**src/rtl/hazard_forward_unit_pkg.sv**
```systemverilog
// ---------------------------------------------------------------------------
// hazard_forward_unit_pkg
//   Shared definitions for the EX-stage operand forwarding path.
//   The hazard/forward unit uses these, and so does the EX forwarding mux.
//   Contents:
//     REG_W_DEF  - default register-number width (5 for MIPS, 32 registers)
//     FWD_*      - operand-select encodings driven on fa/fb
//     fwd_sel_t  - 2-bit select type
// ---------------------------------------------------------------------------
package hazard_forward_unit_pkg;

  localparam int REG_W_DEF = 5;

  typedef logic [1:0] fwd_sel_t;

  // Operand comes from the ID/EX register-file read.
  localparam fwd_sel_t FWD_NONE  = 2'b00;
  // Operand comes from the MEM/WB result.
  localparam fwd_sel_t FWD_MEMWB = 2'b01;
  // Operand comes from the EX/MEM result.
  localparam fwd_sel_t FWD_EXMEM = 2'b10;

endpackage

```
**src/rtl/hazard_forward_unit_fwd_select.sv**
```systemverilog
// ---------------------------------------------------------------------------
// fwd_select
//   Purely combinational forwarding-source selection for one EX operand.
//   The younger producer (EX/MEM) wins over the older one (MEM/WB).
//   Register 0 is hard-wired to zero, so it is never forwarded.
//   Ports:
//     srcReg     in  REG_W  source register of the instruction in ID/EX
//     emRd       in  REG_W  EX/MEM destination register
//     emRegWrite in  1      EX/MEM writes the register file
//     mwRd       in  REG_W  MEM/WB destination register
//     mwRegWrite in  1      MEM/WB writes the register file
//     sel        out 2      FWD_NONE / FWD_MEMWB / FWD_EXMEM (11 never driven)
// ---------------------------------------------------------------------------
module fwd_select
  import hazard_forward_unit_pkg::*;
#(
  parameter int REG_W = REG_W_DEF
) (
  input  logic [REG_W-1:0] srcReg,
  input  logic [REG_W-1:0] emRd,
  input  logic             emRegWrite,
  input  logic [REG_W-1:0] mwRd,
  input  logic             mwRegWrite,
  output logic [1:0]       sel
);

  logic emHit;
  logic mwHit;

  always_comb begin
    emHit = emRegWrite && (emRd != '0) && (emRd == srcReg);
    mwHit = mwRegWrite && (mwRd != '0) && (mwRd == srcReg);
    sel   = FWD_NONE;
    if (emHit) begin
      sel = FWD_EXMEM;
    end else if (mwHit) begin
      sel = FWD_MEMWB;
    end
  end

endmodule

```
**src/rtl/hazard_forward_unit.sv**
```systemverilog
// ---------------------------------------------------------------------------
// hazard_forward_unit
//   Holds the register-destination/control view of the ID/EX, EX/MEM and
//   MEM/WB stages, drives the EX forwarding selects, and detects load-use
//   hazards. On a load-use hazard it holds PC and IF/ID for one cycle and
//   turns the ID/EX entry into a bubble.
//   Ports:
//     clk, rst_n        clock, asynchronous active-low reset
//     dec_valid         decode holds a real instruction
//     dec_rs, dec_rt    decoded source registers
//     dec_rd            final destination (after RegDst)
//     dec_uses_rt       instruction reads rt as a source
//     dec_reg_write     instruction writes the register file
//     dec_mem_read      instruction is a load
//     flush             squash the decode instruction (taken branch/jump)
//     stall             hold PC and IF/ID this cycle
//     fa, fb            operand A/B forwarding selects
//     ie_rs, ie_rt      ID/EX source registers
//     em_rd, mw_rd      EX/MEM and MEM/WB destinations
//     em_reg_write,
//     mw_reg_write      stage write enables
//     stall_count       saturating count of stall cycles
//   Stage suffixes: _p0 = ID/EX, _p1 = EX/MEM, _p2 = MEM/WB.
// ---------------------------------------------------------------------------
module hazard_forward_unit
  import hazard_forward_unit_pkg::*;
#(
  parameter int REG_W = REG_W_DEF,
  parameter int CNT_W = 16
) (
  input  logic             clk,
  input  logic             rst_n,
  input  logic             dec_valid,
  input  logic [REG_W-1:0] dec_rs,
  input  logic [REG_W-1:0] dec_rt,
  input  logic [REG_W-1:0] dec_rd,
  input  logic             dec_uses_rt,
  input  logic             dec_reg_write,
  input  logic             dec_mem_read,
  input  logic             flush,
  output logic             stall,
  output logic [1:0]       fa,
  output logic [1:0]       fb,
  output logic [REG_W-1:0] ie_rs,
  output logic [REG_W-1:0] ie_rt,
  output logic [REG_W-1:0] em_rd,
  output logic [REG_W-1:0] mw_rd,
  output logic             em_reg_write,
  output logic             mw_reg_write,
  output logic [CNT_W-1:0] stall_count
);

  // ID/EX record
  logic [REG_W-1:0] rs_p0;
  logic [REG_W-1:0] rt_p0;
  logic [REG_W-1:0] rd_p0;
  logic             regWrite_p0;
  logic             memRead_p0;
  // EX/MEM record
  logic [REG_W-1:0] rd_p1;
  logic             regWrite_p1;
  // MEM/WB record
  logic [REG_W-1:0] rd_p2;
  logic             regWrite_p2;

  logic             rsDepends;
  logic             rtDepends;
  logic             stallNow;
  logic             loadBubble;
  logic [CNT_W-1:0] stallCnt;

  function automatic logic [CNT_W-1:0] satInc(input logic [CNT_W-1:0] v);
    if (&v) begin
      return v;
    end
    return v + 1'b1;
  endfunction

  // Load-use detection: the load in ID/EX has its data only after MEM,
  // so a consumer in decode must wait one cycle. A flushed decode slot is
  // squashed anyway, so it never needs to stall.
  always_comb begin
    rsDepends  = (rd_p0 == dec_rs);
    rtDepends  = dec_uses_rt && (rd_p0 == dec_rt);
    stallNow   = !flush && dec_valid && memRead_p0 && (rd_p0 != '0) &&
                 (rsDepends || rtDepends);
    loadBubble = flush || stallNow || !dec_valid;
  end

  // ---- decode -> ID/EX (p0) ----
  always_ff @(posedge clk or negedge rst_n) begin
    if (!rst_n) begin
      rs_p0       <= '0;
      rt_p0       <= '0;
      rd_p0       <= '0;
      regWrite_p0 <= 1'b0;
      memRead_p0  <= 1'b0;
    end else if (loadBubble) begin
      rs_p0       <= '0;
      rt_p0       <= '0;
      rd_p0       <= '0;
      regWrite_p0 <= 1'b0;
      memRead_p0  <= 1'b0;
    end else begin
      rs_p0       <= dec_rs;
      // An unused rt must not match any producer, so it is parked on $0.
      rt_p0       <= dec_uses_rt ? dec_rt : '0;
      rd_p0       <= dec_rd;
      regWrite_p0 <= dec_reg_write;
      memRead_p0  <= dec_mem_read;
    end
  end

  // ---- ID/EX -> EX/MEM (p1) -> MEM/WB (p2), never stalled ----
  always_ff @(posedge clk or negedge rst_n) begin
    if (!rst_n) begin
      rd_p1       <= '0;
      regWrite_p1 <= 1'b0;
      rd_p2       <= '0;
      regWrite_p2 <= 1'b0;
    end else begin
      rd_p1       <= rd_p0;
      regWrite_p1 <= regWrite_p0;
      rd_p2       <= rd_p1;
      regWrite_p2 <= regWrite_p1;
    end
  end

  always_ff @(posedge clk or negedge rst_n) begin
    if (!rst_n) begin
      stallCnt <= '0;
    end else if (stallNow) begin
      stallCnt <= satInc(stallCnt);
    end
  end

  fwd_select #(.REG_W(REG_W)) uFwdA (
    .srcReg     (rs_p0),
    .emRd       (rd_p1),
    .emRegWrite (regWrite_p1),
    .mwRd       (rd_p2),
    .mwRegWrite (regWrite_p2),
    .sel        (fa)
  );

  fwd_select #(.REG_W(REG_W)) uFwdB (
    .srcReg     (rt_p0),
    .emRd       (rd_p1),
    .emRegWrite (regWrite_p1),
    .mwRd       (rd_p2),
    .mwRegWrite (regWrite_p2),
    .sel        (fb)
  );

  assign stall        = stallNow;
  assign ie_rs        = rs_p0;
  assign ie_rt        = rt_p0;
  assign em_rd        = rd_p1;
  assign mw_rd        = rd_p2;
  assign em_reg_write = regWrite_p1;
  assign mw_reg_write = regWrite_p2;
  assign stall_count  = stallCnt;

endmodule

```
**config.mk**
```make
export PLATFORM = sky130hd
export DESIGN_NAME = hazard_forward_unit
export DESIGN_NICKNAME = d
export VERILOG_FILES = /design/src/rtl/hazard_forward_unit_pkg.sv /design/src/rtl/hazard_forward_unit_fwd_select.sv /design/src/rtl/hazard_forward_unit.sv
export SDC_FILE = /design/constraint.sdc
export NUM_CORES = 1
export LEC_CHECK = 0
export BUFFER_PORTS_ARGS = -buffer_cell sky130_fd_sc_hd__buf_2
export CAP_MARGIN = 0
export CELL_PAD_IN_SITES_DETAIL_PLACEMENT = 2
export CELL_PAD_IN_SITES_GLOBAL_PLACEMENT = 2
export CORE_MARGIN = 1.5
export CORE_UTILIZATION = 34
export CTS_CLUSTER_DIAMETER = 60
export DETAILED_ROUTE_END_ITERATION = 10
export PLACE_DENSITY = 0.88
export RECOVER_POWER = 25
export SLEW_MARGIN = 15
export SYNTH_ARGS = -nofsm -noshare
export SYNTH_HDL_FRONTEND = slang
export SYNTH_SLANG_ARGS = --single-unit
```
**constraint.sdc**
```tcl
create_clock -name clk -period 3.4 [get_ports clk]
set_input_delay 0.68 -clock clk [delete_from_list [all_inputs] [get_ports clk]]
set_output_delay 0.68 -clock clk [all_outputs]
set_load 0.01 [all_outputs]
```
======== Word level (Yosys, flattened, before mapping) ========
Cells that the tools add are included.
storage, ports and cells
  input bits .............................. 22
  word-level logic and storage cells ...... 52
  register bits after elaboration ......... 45
  output and inout port bits .............. 43
cells by class
  reduce and logical (&&, ||, !) cells .... 21
  $add $sub $neg .......................... 1
  eq/ne operators ......................... 7
  muxes and demuxes ....................... 13
operator list
  cell                     count
  $eq A5 B5 Y1             6
  $mux W5                  4
  $add A16 B1 Y16 const B  1
  $mux W16                 1
  $reduce_and A16 Y1       1
  $reduce_bool A5 Y1       3
  $logic_and A1 B1 Y1      11
  $mux W1                  6
  $mux W2                  2
  $logic_or A1 B1 Y1       3
  $logic_not A1 Y1         2
  $ne A2 B2 Y1 const B     1
  $reduce_and A2 Y1        1

======== Logic depth before layout (Yosys ltp) ========
  word-level depth ........................ 8
  gate-level depth with buffers ........... 6
  gate-level depth less buffers ........... 6

======== Hierarchy ========
From an unflattened synthesis, not the netlist that was laid out.
unflattened totals
  cells, all modules ...................... 185
  area, all modules ....................... 2123.3 µm²
modules (own cells, without submodules)
  module               cells an instance  area an instance (µm²)  seq. area each (µm²)  instances
  hazard_forward_unit  143                1805.5                  1126.1                1
  fwd_select           21                 158.9                   0.0                   2

======== Worst setup path after synthesis ========
OpenSTA, ideal clock, no wires.
  path kind ............................... register -> output
  from .................................... reg rd_p1[0] (netlist: em_rd[0])
  to ...................................... out fa[0]
  data arrival time ....................... 1.702 ns
  cell stages (with the launch flop) ...... 5
  path slack .............................. 1.018 ns
  cell sequence ........................... dfrtp_1 > or4_1 > o21ai_0 > nor4_1 > nor4_1
between the ends
  longest elaborated chain between the ends .. 4
ends and longest elaborated chain
  element                 line                                  text
  from (decl)             hazard_forward_unit.sv:60             logic [REG_W-1:0] rd_p1;
  from (signal assigned)  hazard_forward_unit.sv:122            rd_p1 <= rd_p0;
  $reduce_bool A5 Y1      hazard_forward_unit_fwd_select.sv:31  emHit = emRegWrite && (emRd != '0) && (emRd == srcReg);
  $logic_and A1 B1 Y1     hazard_forward_unit_fwd_select.sv:31
  $logic_and A1 B1 Y1 *   hazard_forward_unit_fwd_select.sv:31
  net uFwdA.emHit         hazard_forward_unit_fwd_select.sv:27  logic emHit;
  $mux W2 *               hazard_forward_unit_fwd_select.sv:34  if (emHit) begin
  to (decl)               hazard_forward_unit.sv:42             output logic [1:0] fa,
Mark *: on every way through the listed nets, which the timed path passes. The rest lies on a longest branch.

======== Worst setup path after layout ========
  from .................................... reg rd_p1[3] (netlist: em_rd[3])
  to ...................................... out fa[0]
between the ends
  longest elaborated chain between the ends .. 4
ends and longest elaborated chain
  element                line
  $reduce_bool A5 Y1     hazard_forward_unit_fwd_select.sv:31
  $logic_and A1 B1 Y1    hazard_forward_unit_fwd_select.sv:31
  $logic_and A1 B1 Y1 *  hazard_forward_unit_fwd_select.sv:31
  $mux W2 *              hazard_forward_unit_fwd_select.sv:34
Mark *: on every way between the ends. The rest lies on a longest branch, timed or not.

==> results.toml <==
[outcome]
status = "finished with violations"
violations = "max-capacitance violations, max-slew violations"

[final_layout]
fillerInstances = 649
antenna_cells = 0
drive_gt1_frac = 0.324
regArea_um2 = 1130
areaGrowthSynthToFinish_pct = 22.7
multiInputGateArea_um2 = 917
final_nets = 266
final_cell_count_no_fill = 319

[die]
fp.dieW_um = 81.3
die-area_um2 = 6600
fp-row-count = 28
fp.coreArea_um2 = 5920
ios = 65
initial_core_util = 0.352
fp.dieH_um = 81.3

[pwr]
internal_power_uw = 733
power.leakage_nw = 1.33
pwr-share-seq = 0.577
power_switching_uw = 248
power_frac_clock = 0.325
totalPowerFinal_uw = 981
ir_drop_uv = 166
power_density_nw_per_um2 = 384
switching_share = 0.253
combPwrFrac = 0.098

[detailed_routing]
drt-total-wl_um = 5840
first_iter_violations = 47
firstDrtPassIters = 4
vias = 1586
drc = 0
post_drt_wl_per_cell_um = 18.3
ant_nets = 0
vias_per_cell = 4.97

[timing]
rsz0062_at_grt = "no"
skew_ns = 0.00684
slew_headroom = -0.586
fmax_ghz = 0.363
final-setup-viol-count = 0
fin_ws_ns = 0.649
max_slew.worst_pin.slew_ns = 2.38
slew_violations = 46
final_hold_viol_count = 0
period_share = 0.809
setup_tns_ns = 0
layout_min_cycle_time_ns = 2.75

[setup_path]
critPathMaxStageDelay_ns = 0.51
endpoint_kind = "primary output"
worstSetupPathType = "register to primary output"
cp_max_fo = 5
cp.required_ns = 2.72
arrival_ns = 2.07
slowest_stage = "or4_1"
path_cells = "or4_1 > o21ai_0 > nor4_1 > nor4_1 > buf_2"
critPathLaunchType = "register"
cp_common_cell = "nor4_1"
worst-path-buf-inv = 1
critPathTopFamily = "simple AND/OR/NAND/NOR gates"

[clock_network]
cts_root_buf = "clkbuf_8"
cts_buffers = 5
cts_setup_buffers = 0
path_clk_slew_ns = 0.08
cts_tree = "built"
clkLatencyLatePin_ns = 0.30
cts.sinks = 45
ctsHoldBuffers = 0
cts_buffer_depth = 2
cts_resized = 0
htree_levels = 2

[placement]
dpl.cell_count = 311
hpwl_um = 4340
io_buffers = 64
pre_cts_ws_ns = 0.954
place_congestion = 0.793

[yosys]
yosysSeqAreaShare = 0.541
synth_seq_cells = 45
async_reset_ff_frac = 1.00
synth-edff-count = 0
syn_area_um2 = 2080
synth_cells = 175
synthesis.nets = 198
yosysWarningCount = 0
ys.flop_type = "dfrtp_1"
avgSynthCellArea_um2 = 11.9
synth.distinct_cells = 31

[flow_run]
maxCapViolCount = 1

[global_route]
grt_pass1_vias = 1740
antenna_found_initial = 1
grt_max_degree = 46
grt_pass1_wl_um = 9670
grt.total_usage = 0.202
grt.overflow.total = 0

[hold_path]
hold_path.class = "register to register"
power groups by stage:
stage / combinational (mW) / clock (mW) / sequential [mW]
after floorplan: 0.0453 / 0 / 0.577
after global placement: 0.0912 / 0 / 0.576
after detailed placement: 0.0954 / 0 / 0.578
after CTS: 0.0984 / 0.332 / 0.567
after global routing: 0.107 / 0.353 / 0.569
final: 0.0959 / 0.319 / 0.567
synth_stat cells (2+ instances only):
| master | instances | share of area |
|---|---|---|
| dfrtp_1 | 45 | 0.54 |
| xor2_1 | 13 | 0.055 |
| xnor2_1 | 31 | 0.13 |
| o21ai_0 | 2 | 0.0048 |
| and2_1 | 14 | 0.042 |
| and3_1 | 10 | 0.030 |
| nand3_1 | 11 | 0.026 |
| nor3_1 | 3 | 0.0072 |
| or4_1 | 4 | 0.014 |
| buf_4 | 2 | 0.0072 |
| nor4_1 | 4 | 0.012 |
| nand2_1 | 8 | 0.014 |
| nand4_1 | 10 | 0.030 |
layer usage:
| layer | global-route usage | share of wire |
|---|---|---|
| met1 | 0.260 | 0.43 |
| met2 | 0.341 | 0.52 |
| met4 | 0.0569 | 0.013 |
| met5 | 0 | 0.0017 |
| met3 | 0.0449 | 0.035 |
cell families (layout without fill, tap and decap cells):
logic type,Yosys count,count (layout),synth area share
AND/OR/NAND/NOR,72,72,0.207
flip-flops,45,45,0.541
XOR/XNOR,44,44,0.185
buffers and inverters,6,75,0.0186
AO/OA/AOI/OAI,5,5,0.0313
multiplexers,2,2,0.0108
adder cells (fa/ha/maj),1,1,0.00601
through the flow:
stage | cell area, µm² | utilization | hold WS, ns
after global routing | 2550 | 0.431 | 0.374
after floorplan | 2080 | - | 0.331
after CTS | 2550 | 0.432 | 0.366
after detailed placement | 2470 | 0.418 | 0.346
final | 2550 | 0.431 | 0.368
after global placement | 2470 | 0.418 | 0.332
state kept, by name, indices dropped and copies added, names as in the netlist:
| register | count |
|---|---|
| stall_count | 16 |
| mw_reg_write | 1 |
| ie_rt | 5 |
| ie_rs | 5 |
| em_rd | 5 |
| memRead_p0 | 1 |
| regWrite_p0 | 1 |
| mw_rd | 5 |
| em_reg_write | 1 |
| rd_p0 | 5 |
worst reg2reg max path: stages (launching register included):
cell and delay [ns]:
dfrtp_1 0.41, ha_1 0.24, nand3_1 0.11, nor4_1 0.65
nor2_2 0.20, nand2_1 0.17, mux2_1 0.32
path summary, 6_finish.rpt:
kind	startpoint	to	slack, ns	cells past startpoint
worst max-delay path	em_rd[3]$_DFF_PN0_	fa[0]	0.65	5
worst min-delay path	regWrite_p0$_DFF_PN0_	em_reg_write$_DFF_PN0_	0.37	0
worst max register to register	stall_count[0]$_DFFE_PN0P_	stall_count[1]$_DFFE_PN0P_	1.18	6
worst min register to register	regWrite_p0$_DFF_PN0_	em_reg_write$_DFF_PN0_	0.37	0
max in group asynchronous	rst_n	stall_count[6]$_DFFE_PN0P_	0.96	1
min in group asynchronous	rst_n	ie_rt[0]$_DFF_PN0_	1.09	1
cells in the final DEF (no fill, tap or decap):
cell type,n
a21oi_4,1
mux2_1,1
or4_4,1
buf_2,63
nand3_1,11
nand3b_1,1
o2111ai_4,1
and3_1,10
dfrtp_1,45
nor3b_2,1
buf_4,1
or4_1,4
nor4_1,4
clkbuf_1,2
nand2b_1,1
inv_2,1
o22ai_2,1
nor3_1,3
xor2_1,13
nand2_1,8
clkbuf_8,5
and4_1,1
clkinv_2,2
nor2_1,1
nor2_2,1
nand4_1,10
xnor2_1,31
and2_1,14
ha_1,1
o21ai_0,2
nor3b_1,1
inv_1,1
mux2_2,1
cell type report:
cell class	count	share of cell area
Multi-Input combinational cell	124	0.359
Tap cell	75	0.0367
Timing Repair Buffer	65	0.128
Clock inverter	2	0.00392
Inverter	2	0.00294
Clock buffer	6	0.0284
Sequential cell	45	0.441
(Power assumes the default switching activity.)
